===== src/rtl/seg_pkg.sv =====
// Shared constants for the binary-to-BCD converter and the seven-segment
// display controller it feeds.
//   DIGITS   : number of BCD digits / display digits
//   BCD_W    : packed BCD width (4 bits per digit)
//   MAX_VAL  : largest value the display can show
//   state_e  : converter FSM state encoding
package seg_pkg;

    localparam int unsigned DIGITS  = 4;
    localparam int unsigned BCD_W   = 4 * DIGITS;
    localparam int unsigned MAX_VAL = 9999;

    typedef enum logic {
        ST_IDLE  = 1'b0,
        ST_SHIFT = 1'b1
    } state_e;

endpackage


===== src/rtl/bcd_digit_adj.sv =====
// Single-nibble add-3 correction used by the shift-and-add-3 converter.
//   nib_i : BCD nibble before the shift
//   nib_o : nib_i + 3 when nib_i >= 5, otherwise nib_i unchanged
module bcd_digit_adj (
    input  logic [3:0] nib_i,
    output logic [3:0] nib_o
);

    always_comb begin
        nib_o = (nib_i >= 4'd5) ? (nib_i + 4'd3) : nib_i;
    end

endmodule


===== src/rtl/bin_to_bcd_4digit.sv =====
// Sequential binary-to-BCD converter, one shift-and-add-3 step per clock.
// Inputs above MAX_VAL saturate to all nines and raise overflow.
//   clk       : system clock
//   rst       : asynchronous active-low reset
//   in_valid  : bin_in valid this cycle
//   in_ready  : converter idle and able to accept
//   bin_in    : unsigned binary input, sampled only on the accept edge
//   out_valid : one-cycle pulse when bcd_out/overflow are updated
//   bcd_out   : packed BCD result, [3:0] = ones; held between pulses
//   overflow  : last accepted input exceeded MAX_VAL; held with bcd_out
module bin_to_bcd_4digit #(
    parameter int unsigned BIN_W   = 14,
    parameter int unsigned DIGITS  = seg_pkg::DIGITS,
    parameter int unsigned MAX_VAL = seg_pkg::MAX_VAL
) (
    input  logic                  clk,
    input  logic                  rst,
    input  logic                  in_valid,
    output logic                  in_ready,
    input  logic [BIN_W-1:0]      bin_in,
    output logic                  out_valid,
    output logic [4*DIGITS-1:0]   bcd_out,
    output logic                  overflow
);

    import seg_pkg::*;

    localparam int unsigned SCR_W = 4 * DIGITS;
    localparam int unsigned SH_W  = SCR_W + BIN_W;
    localparam int unsigned CNT_W = $clog2(BIN_W + 1);

    localparam logic [BIN_W-1:0] MAX_VAL_W = BIN_W'(MAX_VAL);
    localparam logic [CNT_W-1:0] CNT_INIT  = CNT_W'(BIN_W);
    localparam logic [CNT_W-1:0] CNT_LAST  = CNT_W'(1);

    state_e             state_q, state_d;
    logic [CNT_W-1:0]   cnt_q, cnt_d;
    logic [SH_W-1:0]    sh_q, sh_d;      // {scratch, binary}
    logic               ovf_q, ovf_d;    // overflow of the in-flight conversion
    logic [SCR_W-1:0]   bcd_q, bcd_d;
    logic               overflow_q, overflow_d;
    logic               out_valid_q, out_valid_d;

    logic [SCR_W-1:0]   scr_adj;
    logic [SH_W-1:0]    sh_next;

    // Every scratch nibble is corrected in parallel before the shift.
    for (genvar g = 0; g < DIGITS; g++) begin : g_adj
        bcd_digit_adj u_adj (
            .nib_i (sh_q[BIN_W + 4*g +: 4]),
            .nib_o (scr_adj[4*g +: 4])
        );
    end

    assign sh_next = {scr_adj, sh_q[BIN_W-1:0]} << 1;

    always_comb begin
        state_d     = state_q;
        cnt_d       = cnt_q;
        sh_d        = sh_q;
        ovf_d       = ovf_q;
        bcd_d       = bcd_q;
        overflow_d  = overflow_q;
        out_valid_d = 1'b0;

        unique case (state_q)
            ST_IDLE: begin
                if (in_valid) begin
                    sh_d    = {{SCR_W{1'b0}}, bin_in};
                    ovf_d   = (bin_in > MAX_VAL_W);
                    cnt_d   = CNT_INIT;
                    state_d = ST_SHIFT;
                end
            end
            ST_SHIFT: begin
                sh_d  = sh_next;
                cnt_d = cnt_q - 1'b1;
                if (cnt_q == CNT_LAST) begin
                    // Final shift: the shifted scratch is the finished result.
                    bcd_d       = ovf_q ? {DIGITS{4'h9}} : sh_next[SH_W-1 -: SCR_W];
                    overflow_d  = ovf_q;
                    out_valid_d = 1'b1;
                    state_d     = ST_IDLE;
                end
            end
            default: state_d = ST_IDLE;
        endcase
    end

    always_ff @(posedge clk or negedge rst) begin
        if (!rst) begin
            state_q     <= ST_IDLE;
            cnt_q       <= '0;
            sh_q        <= '0;
            ovf_q       <= 1'b0;
            bcd_q       <= '0;
            overflow_q  <= 1'b0;
            out_valid_q <= 1'b0;
        end else begin
            state_q     <= state_d;
            cnt_q       <= cnt_d;
            sh_q        <= sh_d;
            ovf_q       <= ovf_d;
            bcd_q       <= bcd_d;
            overflow_q  <= overflow_d;
            out_valid_q <= out_valid_d;
        end
    end

    assign in_ready  = (state_q == ST_IDLE);
    assign out_valid = out_valid_q;
    assign bcd_out   = bcd_q;
    assign overflow  = overflow_q;

endmodule


===== config.mk =====
export PLATFORM = sky130hd
export DESIGN_NAME = bin_to_bcd_4digit
export DESIGN_NICKNAME = d
export VERILOG_FILES = /design/src/rtl/seg_pkg.sv /design/src/rtl/bcd_digit_adj.sv /design/src/rtl/bin_to_bcd_4digit.sv
export SDC_FILE = /design/constraint.sdc
export NUM_CORES = 1
export LEC_CHECK = 0
export ABC_AREA = 1
export CAP_MARGIN = 40
export CORE_MARGIN = 5
export CORE_UTILIZATION = 55
export CTS_CLUSTER_SIZE = 20
export DETAILED_ROUTE_END_ITERATION = 6
export PLACE_DENSITY_LB_ADDON = 0.15
export SLEW_MARGIN = 10
export SYNTH_ARGS = -nofsm -noshare
export SYNTH_HDL_FRONTEND = slang
export SYNTH_HIERARCHICAL = 1
export SYNTH_SLANG_ARGS = --single-unit

===== constraint.sdc =====
create_clock -name clk -period 2.1 [get_ports clk]
set_clock_uncertainty 0.15 [all_clocks]
set_input_delay 0.525 -clock clk [delete_from_list [all_inputs] [get_ports clk]]
set_output_delay 0.525 -clock clk [all_outputs]
set_load 0.05 [all_outputs]

* Word-level counts from Yosys, hierarchy flattened
Cells that the tools add are included.
** Word-level totals
- Flip-flop bits (word level) :: 54
- Input port bits :: 17
- Output and inout bits :: 19
- Word-level logic and storage cells :: 36
** Operators by class
- $add $sub $neg :: 5
- Order comparisons :: 5
- Equality and inequality tests :: 2
- Multiplexer cells :: 14
- Bitwise operators :: 1
- Reduce and logical (&&, ||, !) cells :: 2
** Operators by type and width (count)
- one-hot mux 30 bit (2 select lines) :: 1
- 2-to-1 mux 30 bit :: 1
- greater-or-equal comparator 4 x 3 -> 1 bit, second input constant :: 4
- 2-to-1 mux 16 bit :: 1
- 2-to-1 mux 4 bit :: 4
- greater-than comparator 14 bit, second input constant :: 1
- adder 4 x 2 -> 4 bit, second input constant :: 3
- one-hot mux 4 bit (2 select lines) :: 1
- == test 4 x 1 -> 1 bit, second input constant :: 1
- 2-to-1 mux 1 bit :: 4
- AND reduction 2 bit :: 2
- subtractor 4 x 1 -> 4 bit, second input constant :: 1
- adder 3 x 2 -> 3 bit, second input constant :: 1
- 2-to-1 mux 3 bit :: 1
- != test 2 bit, second input constant :: 1
- one-hot mux 1 bit (2 select lines) :: 1
- inverter 1 bit :: 1

* Depth between registers and ports, before layout
- Word-level depth :: 3
- Depth in mapped cells :: 9
- Mapped depth without buffers :: 9

* Hierarchy
Netlist, hierarchy kept.
** Modules (own cells, without submodules)
- bin_to_bcd_4digit :: times used 1, cells an instance 221, area an instance 2248.4 um^2
- bcd_digit_adj :: times used 4, cells an instance 23, area an instance 135.1 um^2

* Worst setup path after synthesis
No wires, ideal clock.
- Path kind :: register -> register
- Start point :: register sh_q[14]
- End point :: register sh_q[16]
- Library setup time :: 0.121 ns
- Arrival time :: 1.202 ns
- Data required time :: 1.829 ns
- Slack :: 0.627 ns
- Cell stages (with the launch flop) :: 8
- Clock period less this slack :: 1.473 ns
- Cell sequence :: dfrtp_1 -> inv_1 -> ha_1 -> nor2_4 -> nor2_4 -> nand2_1 -> o21ai_2 -> a22o_1
** Between the ends
- Cells in the longest elaborated chain, start to end :: 3
** Ends and longest elaborated chain
- start, declared :: RTL line bin_to_bcd_4digit.sv:38 : logic [SH_W-1:0] sh_q, sh_d;
- start signal, assigned :: RTL line bin_to_bcd_4digit.sv:94 : sh_q <= '0;
- start signal, assigned :: RTL line bin_to_bcd_4digit.sv:102 : sh_q <= sh_d;
- adder 4 x 2 -> 4 bit or greater-or-equal comparator 4 x 3 -> 1 bit (tied branches) :: RTL line bcd_digit_adj.sv:10 : nib_o = (nib_i >= 4'd5) ? (nib_i + 4'd3) : nib_i;
- 2-to-1 mux 4 bit (*) :: RTL line bcd_digit_adj.sv:10
- via scr_adj[1] :: RTL line bin_to_bcd_4digit.sv:44 : logic [SCR_W-1:0] scr_adj;
- one-hot mux 30 bit (2 select lines) (*) :: RTL line bin_to_bcd_4digit.sv:66 : unique case (state_q)
Mark *: on every way through the listed nets, which the timed path passes. The rest lies on a longest branch.
A chain may end at the register's enable or synchronous reset.

* Worst setup path in the final report
- Start point :: register state_q
- End point :: output port in_ready
** Between the ends
- Cells in the longest elaborated chain, start to end :: 1
** Ends and longest elaborated chain
- start, declared :: RTL line bin_to_bcd_4digit.sv:36 : state_e state_q, state_d;
- start signal, assigned :: RTL line bin_to_bcd_4digit.sv:100 : state_q <= state_d;
- inverter 1 bit (no source line)
- end, declared :: RTL line bin_to_bcd_4digit.sv:19 : output logic in_ready,
No other way between the ends.

==> summary.txt <==
Drt
  – Via density: about 5
  – First-pass DRT Iterations: 4
  – WL/cell: 12.34 um
  – DRC: 0
  – Drt total wl: just over 5000 um
  – Routed via count: 2082
  – Initial drt markers: 175
  – Antenna-violating nets left: 0

Floorplan
  – Die X: 80.88 um
  – Die Ht: 80.88 um
  – IO Count: 36
  – Initial core utilization: 57.73%
  – Core area: 4786 um2
  – Row cnt: 25
  – Die Area: 6541 um2

Timing
  – Final Setup Violations: 0
  – RSZ-0062 raised after global routing: no
  – Tmin final: about 1900 ps
  – Worst-margin pin slew: 523.2 ps
  – Hold slack: between 40 and 50 ps
  – Final Max Tran Viols: 0
  – Relative slew margins: 65.12%
  – Final hold vios: 0
  – Setup TNS: 0 ps
  – Crit share post-route: 90.05%
  – Fmax achieved: roughly 530 MHz
  – Setup WS post-layout: about 210 ps

Setup path
  – Required time worst endpoint: 1420 ps
  – Crit path buf inv count: 2
  – Crit path cell chain: inv_2 > buf_4
  – Crit Path Max Fanout: 7
  – CP Class: register to output port
  – CP Launch Type: register
  – Critical-path top delay cell: dfrtp_1
  – WP data arrival: 1220 ps
  – CP Capture Type: output port
  – CP peak stage delay: slightly below 600 ps
  – Crit-path leading delay family: flip-flops

Outcome
  – Outcome: finished, final reports clean

Global route
  – Overflow left after global routing: 0
  – Vias in the first global route: 2070
  – Global Route Usage Sum: 18.14%
  – Global-route wire length before repair: approximately 9300 um
  – Largest net degree at the start of global routing: 55
  – Initial antenna violation count: 0

Cells and area
  – Most frequent cells in the layout: nand2_1 (100), dfrtp_1 (54), nor2_1 (30)
  – # nets final: between 300 and 400
  – Commonest non-fill, non-tap cell in the layout: nand2_1
  – Finished Core Util: 67.82%
  – Fillers: 398
  – Layout cells sized above 1: 20.12%
  – Ant. Diodes: 0
  – Area delta synth->final: 17.48%

Clock tree
  – CTS tree: built
  – Max Root-Sink Buffers: 2
  – CTS hold repair buffers: 0
  – CTS H-tree lvls: 2
  – Worst-path clk slew: roughly 90 ps
  – Post-cts sizing count: 0
  – Post-CTS Setup Inserts: 0
  – Cts bufs inserted: 5
  – CTS Root Cell: clkbuf_8
  – Sink Count: 54
  – Clk_lat worst skew: about 300 ps

Flow run
  – # Max-Cap Violations: 0

Hold path
  – Worst Hold Class: primary input to async pin

Pwr
  – Tot Pwr: 0.005669 W
  – VDD IR-drop max: 0.9664 mV
  – Leak: 1.604 nW
  – Cell Pwr Density: 1747 nW/um2

Placed design
  – Setup WS pre-CTS: 286.0 ps
  – Hpwl dp: 3544 um
  – # port buffers: 35
  – GPL Wtd Cong: between 0.7 and 0.8

Synthesis
  – Syn. warnings: 6
  – Synth Net Count: ~340
  – Post-Syn Area per Cell: approximately 9.0 um2
  – Post-Synthesis Cells: just over 300
  – Netlist Area Pre-Place: between 2000 and 3000 um2
## metrics by stage
step           cell area (um2)  cells
2_1_floorplan             2763    308
6_report                  3246    410
3_3_place_gp              3103    402
4_1_cts                   3246    410
5_1_grt                   3246    410
3_5_place_dp              3103    402
## sequential cells by signal, indices dropped and copies added (netlist names)
| signal | count |
|---|---|
| state_q | 1 |
| out_valid | 1 |
| ovf_q | 1 |
| cnt_q | 4 |
| sh_q | 30 |
| bcd_out | 16 |
| overflow | 1 |
## worst paths after layout
kind / startpoint / end / slack, ps / cells past startpoint
worst max-delay path: state_q / in_ready / 210 / 2
worst min-delay path: rst / bcd_out[3] / 40 / 2
worst max register to register: cnt_q[1] / bcd_out[2] / 430 / 6
worst min register to register: bcd_out[6] / bcd_out[6] / 330 / 2
max in group asynchronous: rst / bcd_out[8] / 1510 / 2
min in group clk: bcd_out[6] / bcd_out[6] / 330 / 2
## where the power goes
part           switching (W)  internal (W)  total [W]
Sequential          0.000386       0.00149    0.00188
Combinational        0.00183       0.00112    0.00295
Clock               0.000331      0.000508   0.000839
## final cells by class
type	count	area [um2]	area share, %
sequential	54	1351	41.63
multi-input combinational	218	1226	37.78
inverter	25	96.34	2.968
timing repair buffer	38	345.3	10.64
tap	67	83.83	2.583
clock buffer	6	82.58	2.544
clock inverter	2	60.06	1.850
## worst reg2reg max path: stages, from the launching register on
cell,delay [ps]
dfrtp_1,400
inv_1,100
ha_1,190
nand3_4,320
nor2_8,310
nand2_1,80
nand2_1,60
## routing by layer
metal / track usage [%] / vias to the layer above / routed length, um
li1: - / 1053 / -
met5: 0 / - / 0
met1: 23.57 / 986 / 2382
met3: 4.213 / 5 / 230
met2: 30.38 / 38 / 2381
met4: 5.068 / 0 / 64
No activity file was read; power rests on OpenSTA's default activity.
